<file path="src/rtl/seq_sum_if.sv">
//==============================================================================
// Module      : seq_sum_if
// Description : Start/done handshake and operand/result bundle for seq_sum.
// Revision    : 1.0 - initial release
//==============================================================================
`default_nettype none

interface seq_sum_if #(
    parameter int WIDTH = 5
);
    logic             start;
    logic [WIDTH-1:0] ain;
    logic [WIDTH-1:0] bin;
    logic             ci;
    logic             mode;
    logic             busy;
    logic             done;
    logic [WIDTH-1:0] res;
    logic             co;
    logic             ovf;

    modport master (
        output start, ain, bin, ci, mode,
        input  busy, done, res, co, ovf
    );

    modport slave (
        input  start, ain, bin, ci, mode,
        output busy, done, res, co, ovf
    );
endinterface

`default_nettype wire

</file>
<file path="src/rtl/seq_sum.sv">
//==============================================================================
// Module      : seq_sum
// Description : Multi-cycle add/subtract, DIGIT bits per clock with carry,
//               carry-out and signed-overflow flags.
// Revision    : 1.0 - initial release
//==============================================================================
`default_nettype none

module seq_sum #(
    parameter int WIDTH = 5,
    parameter int DIGIT = 1
) (
    input  wire logic  clk,
    input  wire logic  rst_n,
    seq_sum_if.slave   bus
);

    localparam int                N       = WIDTH / DIGIT;
    localparam int                CNT_W   = (N > 1) ? $clog2(N) : 1;
    localparam logic [CNT_W-1:0]  C_LAST  = CNT_W'(N - 1);
    localparam logic [CNT_W-1:0]  C_ONE   = CNT_W'(1);

    generate
        if ((WIDTH % DIGIT) != 0 || WIDTH < 2) begin : g_bad_params
            $error("seq_sum: WIDTH must be >= 2 and a multiple of DIGIT");
        end
    endgenerate

    typedef enum logic [1:0] {
        S_IDLE = 2'd0,
        S_RUN  = 2'd1,
        S_DONE = 2'd2
    } state_t;

    state_t            state_q;
    state_t            state_d;
    logic              accept;
    logic              last_digit;

    logic [WIDTH-1:0]  a_q;
    logic [WIDTH-1:0]  b_q;
    logic [WIDTH-1:0]  acc_q;
    logic [WIDTH-1:0]  acc_d;
    logic [WIDTH-1:0]  res_q;
    logic              carry_q;
    logic              co_q;
    logic              ovf_q;
    logic [CNT_W-1:0]  cnt_q;

    logic [DIGIT-1:0]  dig_a;
    logic [DIGIT-1:0]  dig_b;
    logic [DIGIT-1:0]  dig_s;
    logic [DIGIT:0]    cy;

    always_ff @(posedge clk or negedge rst_n) begin
        if (!rst_n) begin
            state_q <= S_IDLE;
        end else begin
            state_q <= state_d;
        end
    end

    // A start seen in DONE is taken immediately so back-to-back ops lose no cycle.
    always_comb begin
        state_d = state_q;
        accept  = 1'b0;
        case (state_q)
            S_IDLE: begin
                if (bus.start) begin
                    accept  = 1'b1;
                    state_d = S_RUN;
                end
            end
            S_RUN: begin
                if (last_digit) begin
                    state_d = S_DONE;
                end
            end
            S_DONE: begin
                if (bus.start) begin
                    accept  = 1'b1;
                    state_d = S_RUN;
                end else begin
                    state_d = S_IDLE;
                end
            end
            default: state_d = S_IDLE;
        endcase
    end

    assign last_digit = (cnt_q == C_LAST);

    // Bit-serial ripple inside the digit keeps the carry into the MSB visible for ovf.
    always_comb begin
        dig_a = a_q[int'(cnt_q) * DIGIT +: DIGIT];
        dig_b = b_q[int'(cnt_q) * DIGIT +: DIGIT];
        dig_s = '0;
        cy    = '0;
        cy[0] = carry_q;
        for (int k = 0; k < DIGIT; k++) begin
            dig_s[k]  = dig_a[k] ^ dig_b[k] ^ cy[k];
            cy[k+1]   = (dig_a[k] & dig_b[k]) | (cy[k] & (dig_a[k] ^ dig_b[k]));
        end
        acc_d = acc_q;
        acc_d[int'(cnt_q) * DIGIT +: DIGIT] = dig_s;
    end

    always_ff @(posedge clk or negedge rst_n) begin
        if (!rst_n) begin
            a_q     <= '0;
            b_q     <= '0;
            acc_q   <= '0;
            res_q   <= '0;
            carry_q <= 1'b0;
            co_q    <= 1'b0;
            ovf_q   <= 1'b0;
            cnt_q   <= '0;
        end else if (accept) begin
            // Subtraction is A + ~B + ~borrow, so co reads as "no borrow".
            a_q     <= bus.ain;
            b_q     <= bus.mode ? ~bus.bin : bus.bin;
            carry_q <= bus.mode ? ~bus.ci : bus.ci;
            cnt_q   <= '0;
            acc_q   <= '0;
        end else if (state_q == S_RUN) begin
            acc_q   <= acc_d;
            carry_q <= cy[DIGIT];
            cnt_q   <= cnt_q + C_ONE;
            if (last_digit) begin
                res_q <= acc_d;
                co_q  <= cy[DIGIT];
                ovf_q <= cy[DIGIT] ^ cy[DIGIT-1];
            end
        end
    end

    assign bus.busy = (state_q == S_RUN);
    assign bus.done = (state_q == S_DONE);
    assign bus.res  = res_q;
    assign bus.co   = co_q;
    assign bus.ovf  = ovf_q;

endmodule

`default_nettype wire
</file>
<file path="src/flat_wrapper.sv">
// flat-port wrapper written by rule: the top's interface ports become plain ports
module seq_sum_flat 
#(
    parameter int WIDTH = 5,
    parameter int DIGIT = 1
)
  (clk, rst_n, bus_start, bus_ain, bus_bin, bus_ci, bus_mode, bus_busy, bus_done, bus_res, bus_co, bus_ovf);
  seq_sum_if #(.WIDTH(WIDTH)) bus_i ();
  input  wire logic clk;
  input  wire logic rst_n;
  input wire logic [$bits(bus_i.start)-1:0] bus_start;
  input wire logic [$bits(bus_i.ain)-1:0] bus_ain;
  input wire logic [$bits(bus_i.bin)-1:0] bus_bin;
  input wire logic [$bits(bus_i.ci)-1:0] bus_ci;
  input wire logic [$bits(bus_i.mode)-1:0] bus_mode;
  output wire logic [$bits(bus_i.busy)-1:0] bus_busy;
  output wire logic [$bits(bus_i.done)-1:0] bus_done;
  output wire logic [$bits(bus_i.res)-1:0] bus_res;
  output wire logic [$bits(bus_i.co)-1:0] bus_co;
  output wire logic [$bits(bus_i.ovf)-1:0] bus_ovf;
  assign bus_i.start = bus_start;
  assign bus_i.ain = bus_ain;
  assign bus_i.bin = bus_bin;
  assign bus_i.ci = bus_ci;
  assign bus_i.mode = bus_mode;
  assign bus_busy = bus_i.busy;
  assign bus_done = bus_i.done;
  assign bus_res = bus_i.res;
  assign bus_co = bus_i.co;
  assign bus_ovf = bus_i.ovf;
  seq_sum #(.WIDTH(WIDTH), .DIGIT(DIGIT)) u_core (.clk(clk), .rst_n(rst_n), .bus(bus_i));
endmodule
</file>
<file path="config.mk">
export PLATFORM = sky130hd
export DESIGN_NAME = seq_sum_flat
export DESIGN_NICKNAME = d
export VERILOG_FILES = /design/src/rtl/seq_sum_if.sv /design/src/rtl/seq_sum.sv /design/src/flat_wrapper.sv
export SDC_FILE = /design/constraint.sdc
export NUM_CORES = 1
export LEC_CHECK = 0
export CAP_MARGIN = 20
export CORE_MARGIN = 4
export CORE_UTILIZATION = 25
export DETAILED_ROUTE_END_ITERATION = 8
export GPL_ROUTABILITY_DRIVEN = 0
export PLACE_DENSITY = 0.54
export SETUP_SLACK_MARGIN = 0.4
export SYNTH_ARGS = -nofsm -noshare
export SYNTH_HDL_FRONTEND = slang
export SYNTH_SLANG_ARGS = --single-unit
</file>
<file path="constraint.sdc">
create_clock -name clk -period 5.2 [get_ports clk]
set_input_delay 0.78 -clock clk [delete_from_list [all_inputs] [get_ports clk]]
set_output_delay 0.78 -clock clk [all_outputs]
set_load 0.01 [all_outputs]
</file>
==> impl_metrics.env, run 1 <==
export IMPL_report_final_hold_viol_count=0
export IMPL_fin_skew_ns=0.004896
export IMPL_ant_nets=0
export IMPL_diodes=0
export IMPL_fp_dieArea_sq_um=7816
export IMPL_synth_warnings=0
export IMPL_fin_crit_ns=2.880
export IMPL_start_kind="flop"
export IMPL_cap_violations=0
export IMPL_grt_pass1_wl_um=5899
export IMPL_grt_pass1_vias=1237
export IMPL_powerDensity_nw_per_um2=600.9
export IMPL_cts_tree="done"
export IMPL_drt_vias_per_instance=4.592
export IMPL_synth_edf_count=0
export IMPL_syn_area_per_cell_sq_um=9.622
export IMPL_synth_area_sq_um=1617
export IMPL_synth_nets=191
export IMPL_layout_common_cells="nand2_1, dfrtp_1, clkdlybuf4s50_1"
export IMPL_post_cts_resized=0
export IMPL_clock_sinks=28
export IMPL_synth_ff_type="dfrtp_1"
export IMPL_wire_per_inst_um=12.48
export IMPL_dr_max_layer_used="met4"
export IMPL_clock_path_buffers=2
export IMPL_grt_overflow=0
export IMPL_clkTransAtPathRegs_ns=0.10
export IMPL_start_util_pct=25.60
export IMPL_drive_gt1_share_pct=6.486
export IMPL_slew_headroom_pct=43.64
export IMPL_ioPinCount=24
export IMPL_arrival_ns=3.09
export IMPL_dr_wl_met2_um=1473
export IMPL_io_buffers=23
export IMPL_setup_tns_ns=0
export IMPL_cts_setup_buffers=0
export IMPL_firstDrtPassIters=4
export IMPL_slew_viol_final=0
export IMPL_stdcell_count=262
export IMPL_dr_wl_met3_um=136
export IMPL_seq_area_frac_synth_pct=43.34
export IMPL_critPathCaptureType="flop"
export IMPL_cts_buffers=3
export IMPL_core_rowCount=29
export IMPL_antenna_found_initial=0
export IMPL_hold_buffers=0
export IMPL_finalSetupViolCount=0
export IMPL_path_class="flop to flop"
export IMPL_crit_required_ns=5.41
export IMPL_p_leak_nw=0.8355
export IMPL_ys_seq_elements=28
export IMPL_final_common_cell="nand2_1"
export IMPL_insertion_delay_ns=0.28
export IMPL_grt_usage_pct=9.439
export IMPL_syn2layout_area_growth_pct=20.82
export IMPL_rsz0062_at_grt="false"
export IMPL_core_sq_um=6314
export IMPL_cts_root_buf="clkbuf_8"
export IMPL_drc=0
export IMPL_htree_num_levels=1
export IMPL_post_place_cells=258
export IMPL_nets=209
export IMPL_outcome="completed"
export IMPL_worst_slew_pin_slew_ns=0.8454
export IMPL_dp_hpwl_um=2347
export IMPL_vias=1203
export IMPL_fp_dieW_um=88.41
export IMPL_hold_class="flop to flop"
export IMPL_critPathMaxFanout=20
export IMPL_grt_max_degree=29
export IMPL_wirelength_um=3270
export IMPL_ir_worst_vdd_mv=0.2145
export IMPL_die_h_um=88.41
export IMPL_hold_ws_ns=0.4787
export IMPL_wl_met1_um=1640
export IMPL_post_route_period_util_pct=55.39
export IMPL_drtIter0Drc=77
export IMPL_synth_async_sr_flop_share_pct=100.0
export IMPL_fmax_ghz=0.3472
export IMPL_synth_cell_type_count=39
export IMPL_syn_inst=168
==> Yosys cell counts (3+ instances only) <==
| master | count | share of area [%] |
|---|---|---|
| xnor2_1 | 7 | 3.8 |
| dfrtp_1 | 28 | 43 |
| nand3_1 | 17 | 5.3 |
| inv_1 | 4 | 0.93 |
| o21ai_0 | 8 | 2.5 |
| nand4_1 | 4 | 1.5 |
| nand2b_1 | 4 | 1.5 |
| nor2b_1 | 3 | 1.2 |
| buf_2 | 6 | 1.9 |
| ha_1 | 7 | 5.4 |
| nand2_1 | 37 | 8.6 |
| nor2_1 | 6 | 1.4 |
==> power by group <==
| group | total, mW | internal (mW) | switching, mW |
|---|---|---|---|
| combinational | 0.590 | 0.283 | 0.307 |
| sequential | 0.411 | 0.310 | 0.100 |
| clock | 0.173 | 0.103 | 0.0704 |
==> registers in the layout, summed over array words and instances, names as in the netlist <==
| register | count |
|---|---|
| u_core.cnt_q | 3 |
| u_core.acc_q | 5 |
| u_core.bus.res | 5 |
| u_core.b_q | 5 |
| u_core.carry_q | 1 |
| u_core.bus.co | 1 |
| u_core.bus.ovf | 1 |
| u_core.state_q | 2 |
| u_core.a_q | 5 |
==> final timing paths <==
path | from | end | slack (ns) | depth (start not counted)
max in group asynchronous | rst_n | u_core.acc_q[1] | 4.06 | 2
worst min register to register | u_core.a_q[2] | u_core.a_q[2] | 0.48 | 2
min in group asynchronous | rst_n | u_core.bus.co | 0.88 | 2
worst max register to register | u_core.cnt_q[0] | u_core.bus.res[2] | 2.32 | 7
worst min-delay path | u_core.a_q[2] | u_core.a_q[2] | 0.48 | 2
worst max-delay path | u_core.cnt_q[0] | u_core.bus.res[2] | 2.32 | 7
==> cells by family (layout without fill, tap and decap cells) <==
family	count (synthesis)	after routing	synth area share [%]
AO/OA/AOI/OAI	22	22	10.06
XOR/XNOR	8	8	4.335
adder cells (fa/ha/maj)	8	8	6.656
buffers and inverters	16	33	5.417
flip-flops	28	28	43.34
multiplexers	4	4	4.025
AND/OR/NAND/NOR	82	82	26.16
==> stage by stage <==
stage	total power [mW]	setup slack, ns	area, sq um	util, %
4_1_cts	1.191	2.306	1953	30.94
6_report	1.174	2.320	1953	30.94
3_5_place_dp	1.013	2.333	1882	29.81
3_3_place_gp	1.006	2.388	1882	29.81
2_1_floorplan	0.8565	2.818	1617	-
5_1_grt	1.289	2.051	1953	30.94
==> final cells by class <==
type | instances | area, sq um
fill | 692 | 4360
multi-input combinational | 124 | 828.3
sequential | 28 | 700.7
timing repair buffer | 24 | 237.7
tap | 77 | 96.34
clock buffer | 3 | 41.29
clock inverter | 1 | 30.03
inverter | 5 | 18.77
==> metal layers <==
layer | up-vias | track usage [%]
met5 | - | 0
met4 | 0 | 1.786
met3 | 2 | 2.235
met2 | 20 | 15.70
met1 | 566 | 12.62
li1 | 615 | -
==> critical path, cell delays in order (launching register included) <==
cell      delay, ns
dfrtp_1        0.81
mux4_2         0.58
nand2_1        0.07
nand2_1        0.06
fa_1           0.62
nor4bb_1       0.41
mux2i_1        0.13
o21ai_1        0.12
No activity file was read; power rests on OpenSTA's default activity.
==> run 2, diff against run 1 <==
==> constraint.sdc (replaced) <==
create_clock -name clk -period 3 [get_ports clk]
set_input_delay 0.45 -clock clk [delete_from_list [all_inputs] [get_ports clk]]
set_output_delay 0.45 -clock clk [all_outputs]
set_load 0.01 [all_outputs]
==> run 2 against run 1 <==
Net effect:
- fmax rose by 19%
- routed wire length rose by 6.9%
- worst setup slack got worse by 1.7 ns
- register-to-register slack got worse by 1.7 ns
- global-route usage rose by 0.38 points
- critical path depth did not move
- core utilization rose by 0.24 points
- hold slack improved by 0.0089 ns
==> impl_metrics.env, run 2 (synthesized netlist as in run 1, its figures left out) <==
export IMPL_path_class="flop to flop"
export IMPL_fin_crit_ns=2.415
export IMPL_core_sq_um=6314
export IMPL_slew_viol_final=0
export IMPL_internal_power_mw=1.222
export IMPL_power_frac_seq_pct=32.9
export IMPL_grt_usage_pct=9.820
export IMPL_fp_dieW_um=88.41
export IMPL_wire_per_inst_um=13.30
export IMPL_setup_tns_ns=0
export IMPL_layout_common_cells="nand2_1, dfrtp_1, clkdlybuf4s50_1"
export IMPL_final_common_cell="nand2_1"
export IMPL_wirelength_um=3497
export IMPL_fin_skew_ns=0.008722
export IMPL_ir_worst_vdd_mv=0.3823
export IMPL_critPathMaxFanout=7
export IMPL_fmax_ghz=0.4140
export IMPL_io_buffers=23
export IMPL_vias=1215
export IMPL_hold_ws_ns=0.4876
export IMPL_drive_gt1_share_pct=8.602
export IMPL_cts_setup_buffers=0
export IMPL_fp_dieArea_sq_um=7816
export IMPL_ioPinCount=24
export IMPL_grt_pass1_vias=1287
export IMPL_insertion_delay_ns=0.28
export IMPL_clkPwrFrac_pct=14.6
export IMPL_antenna_found_initial=0
export IMPL_post_route_period_util_pct=80.51
export IMPL_nets=210
export IMPL_htree_num_levels=1
export IMPL_critPathMaxStageDelay_ns=0.62
export IMPL_finalSetupViolCount=0
export IMPL_syn2layout_area_growth_pct=21.75
export IMPL_cap_violations=0
export IMPL_grt_overflow=0
export IMPL_critPathMostFrequentCell="nand2_1"
export IMPL_drt_vias_per_instance=4.620
export IMPL_switching_share_pct=41.23
export IMPL_crit_chain="mux4_2 > nand2_1 > nand2_1 > fa_1 > nor4bb_1 > mux2i_1 > o21ai_1"
export IMPL_crit_buf_inv=0
export IMPL_die_h_um=88.41
export IMPL_critPathCaptureType="flop"
export IMPL_dpl_cell_area_sq_um=1889
export IMPL_grt_pass1_wl_um=6003
export IMPL_drc=0
export IMPL_stdcell_count=263
export IMPL_outcome="completed"
export IMPL_start_util_pct=25.60
export IMPL_report_final_hold_viol_count=0
export IMPL_fin_area_sq_um=1968
export IMPL_fin_ws_ns=0.5848
export IMPL_power_share_combinational_pct=52.5
export IMPL_core_rowCount=29
export IMPL_start_kind="flop"
export IMPL_hold_class="flop to flop"
export IMPL_diodes=0
export IMPL_cts_tree="done"
export IMPL_switchingPower_mw=0.8572
export IMPL_powerDensity_nw_per_um2=1056
export IMPL_total_power_mw=2.079
export IMPL_crit_required_ns=3.21
export IMPL_drtIter0Drc=64
export IMPL_cpMaxStageDelayCell="fa_1"
export IMPL_arrival_ns=2.62
export IMPL_clkTransAtPathRegs_ns=0.10
export IMPL_cts_root_buf="clkbuf_8"
export IMPL_clock_path_buffers=2
export IMPL_grt_max_degree=29
export IMPL_worst_slew_pin_slew_ns=0.8822
export IMPL_rsz0062_at_grt="false"
export IMPL_ant_nets=0
export IMPL_dp_hpwl_um=2444
export IMPL_clock_sinks=28
export IMPL_firstDrtPassIters=4
export IMPL_crit_family="multiplexers"
export IMPL_cts_buffers=3
export IMPL_p_leak_nw=0.8348
export IMPL_post_place_cells=259
export IMPL_preCtsSetupSlack_ns=0.5566
export IMPL_slew_headroom_pct=41.19
export IMPL_fin_util_pct=31.17
-- run 2: worst min-delay path, stage by stage (launching register included) --
cell and delay, ns:
dfrtp_1 0.35, nand2_1 0.05, o21ai_1 0.06
-- run 2: path summary, 6_finish.rpt --
path	startpoint	to	slack, ns	cells after the start
min reg2reg	u_core.bus.res[3]	u_core.bus.res[3]	0.49	2
min in group asynchronous	rst_n	u_core.bus.co	0.54	2
min	u_core.bus.res[3]	u_core.bus.res[3]	0.49	2
max reg2reg	u_core.cnt_q[0]	u_core.bus.res[2]	0.58	7
max in group asynchronous	rst_n	u_core.cnt_q[1]	2.17	2
max	u_core.cnt_q[0]	u_core.bus.res[2]	0.58	7
-- run 2: routing by layer --
| metal | vias up | track usage (%) | part of all wire (%) |
|---|---|---|---|
| met2 | 29 | 17.00 | 45 |
| met4 | 0 | 2.473 | 1.3 |
| met1 | 558 | 12.15 | 48 |
| li1 | 622 | - | - |
| met3 | 6 | 2.607 | 5.1 |
| met5 | - | 0 | 0 |
-- run 2: area by class of cell --
class                           instances  area, sq um
Clock buffer                            3        41.29
Clock inverter                          1        30.03
Fill cell                             695         4345
Inverter                                5        22.52
Multi-Input combinational cell        124        830.8
Sequential cell                        28        701.9
Tap cell                               77        96.34
Timing Repair Buffer                   25        245.2
-- run 2: timing repair --
item	in CTS	in global routing
resized for setup	0	3
endpoints found under the hold margin	0	0
setup endpoints to repair	0	4
hold buffers	0	0
-- run 2: power groups by stage --
stage	Clock [mW]	Sequential [mW]	Combinational [mW]
6_report	0.303	0.685	1.09
5_1_grt	0.325	0.712	1.23
4_1_cts	0.311	0.684	1.09
2_1_floorplan	0	0.652	0.832
3_5_place_dp	0	0.694	1.08
3_3_place_gp	0	0.689	1.07
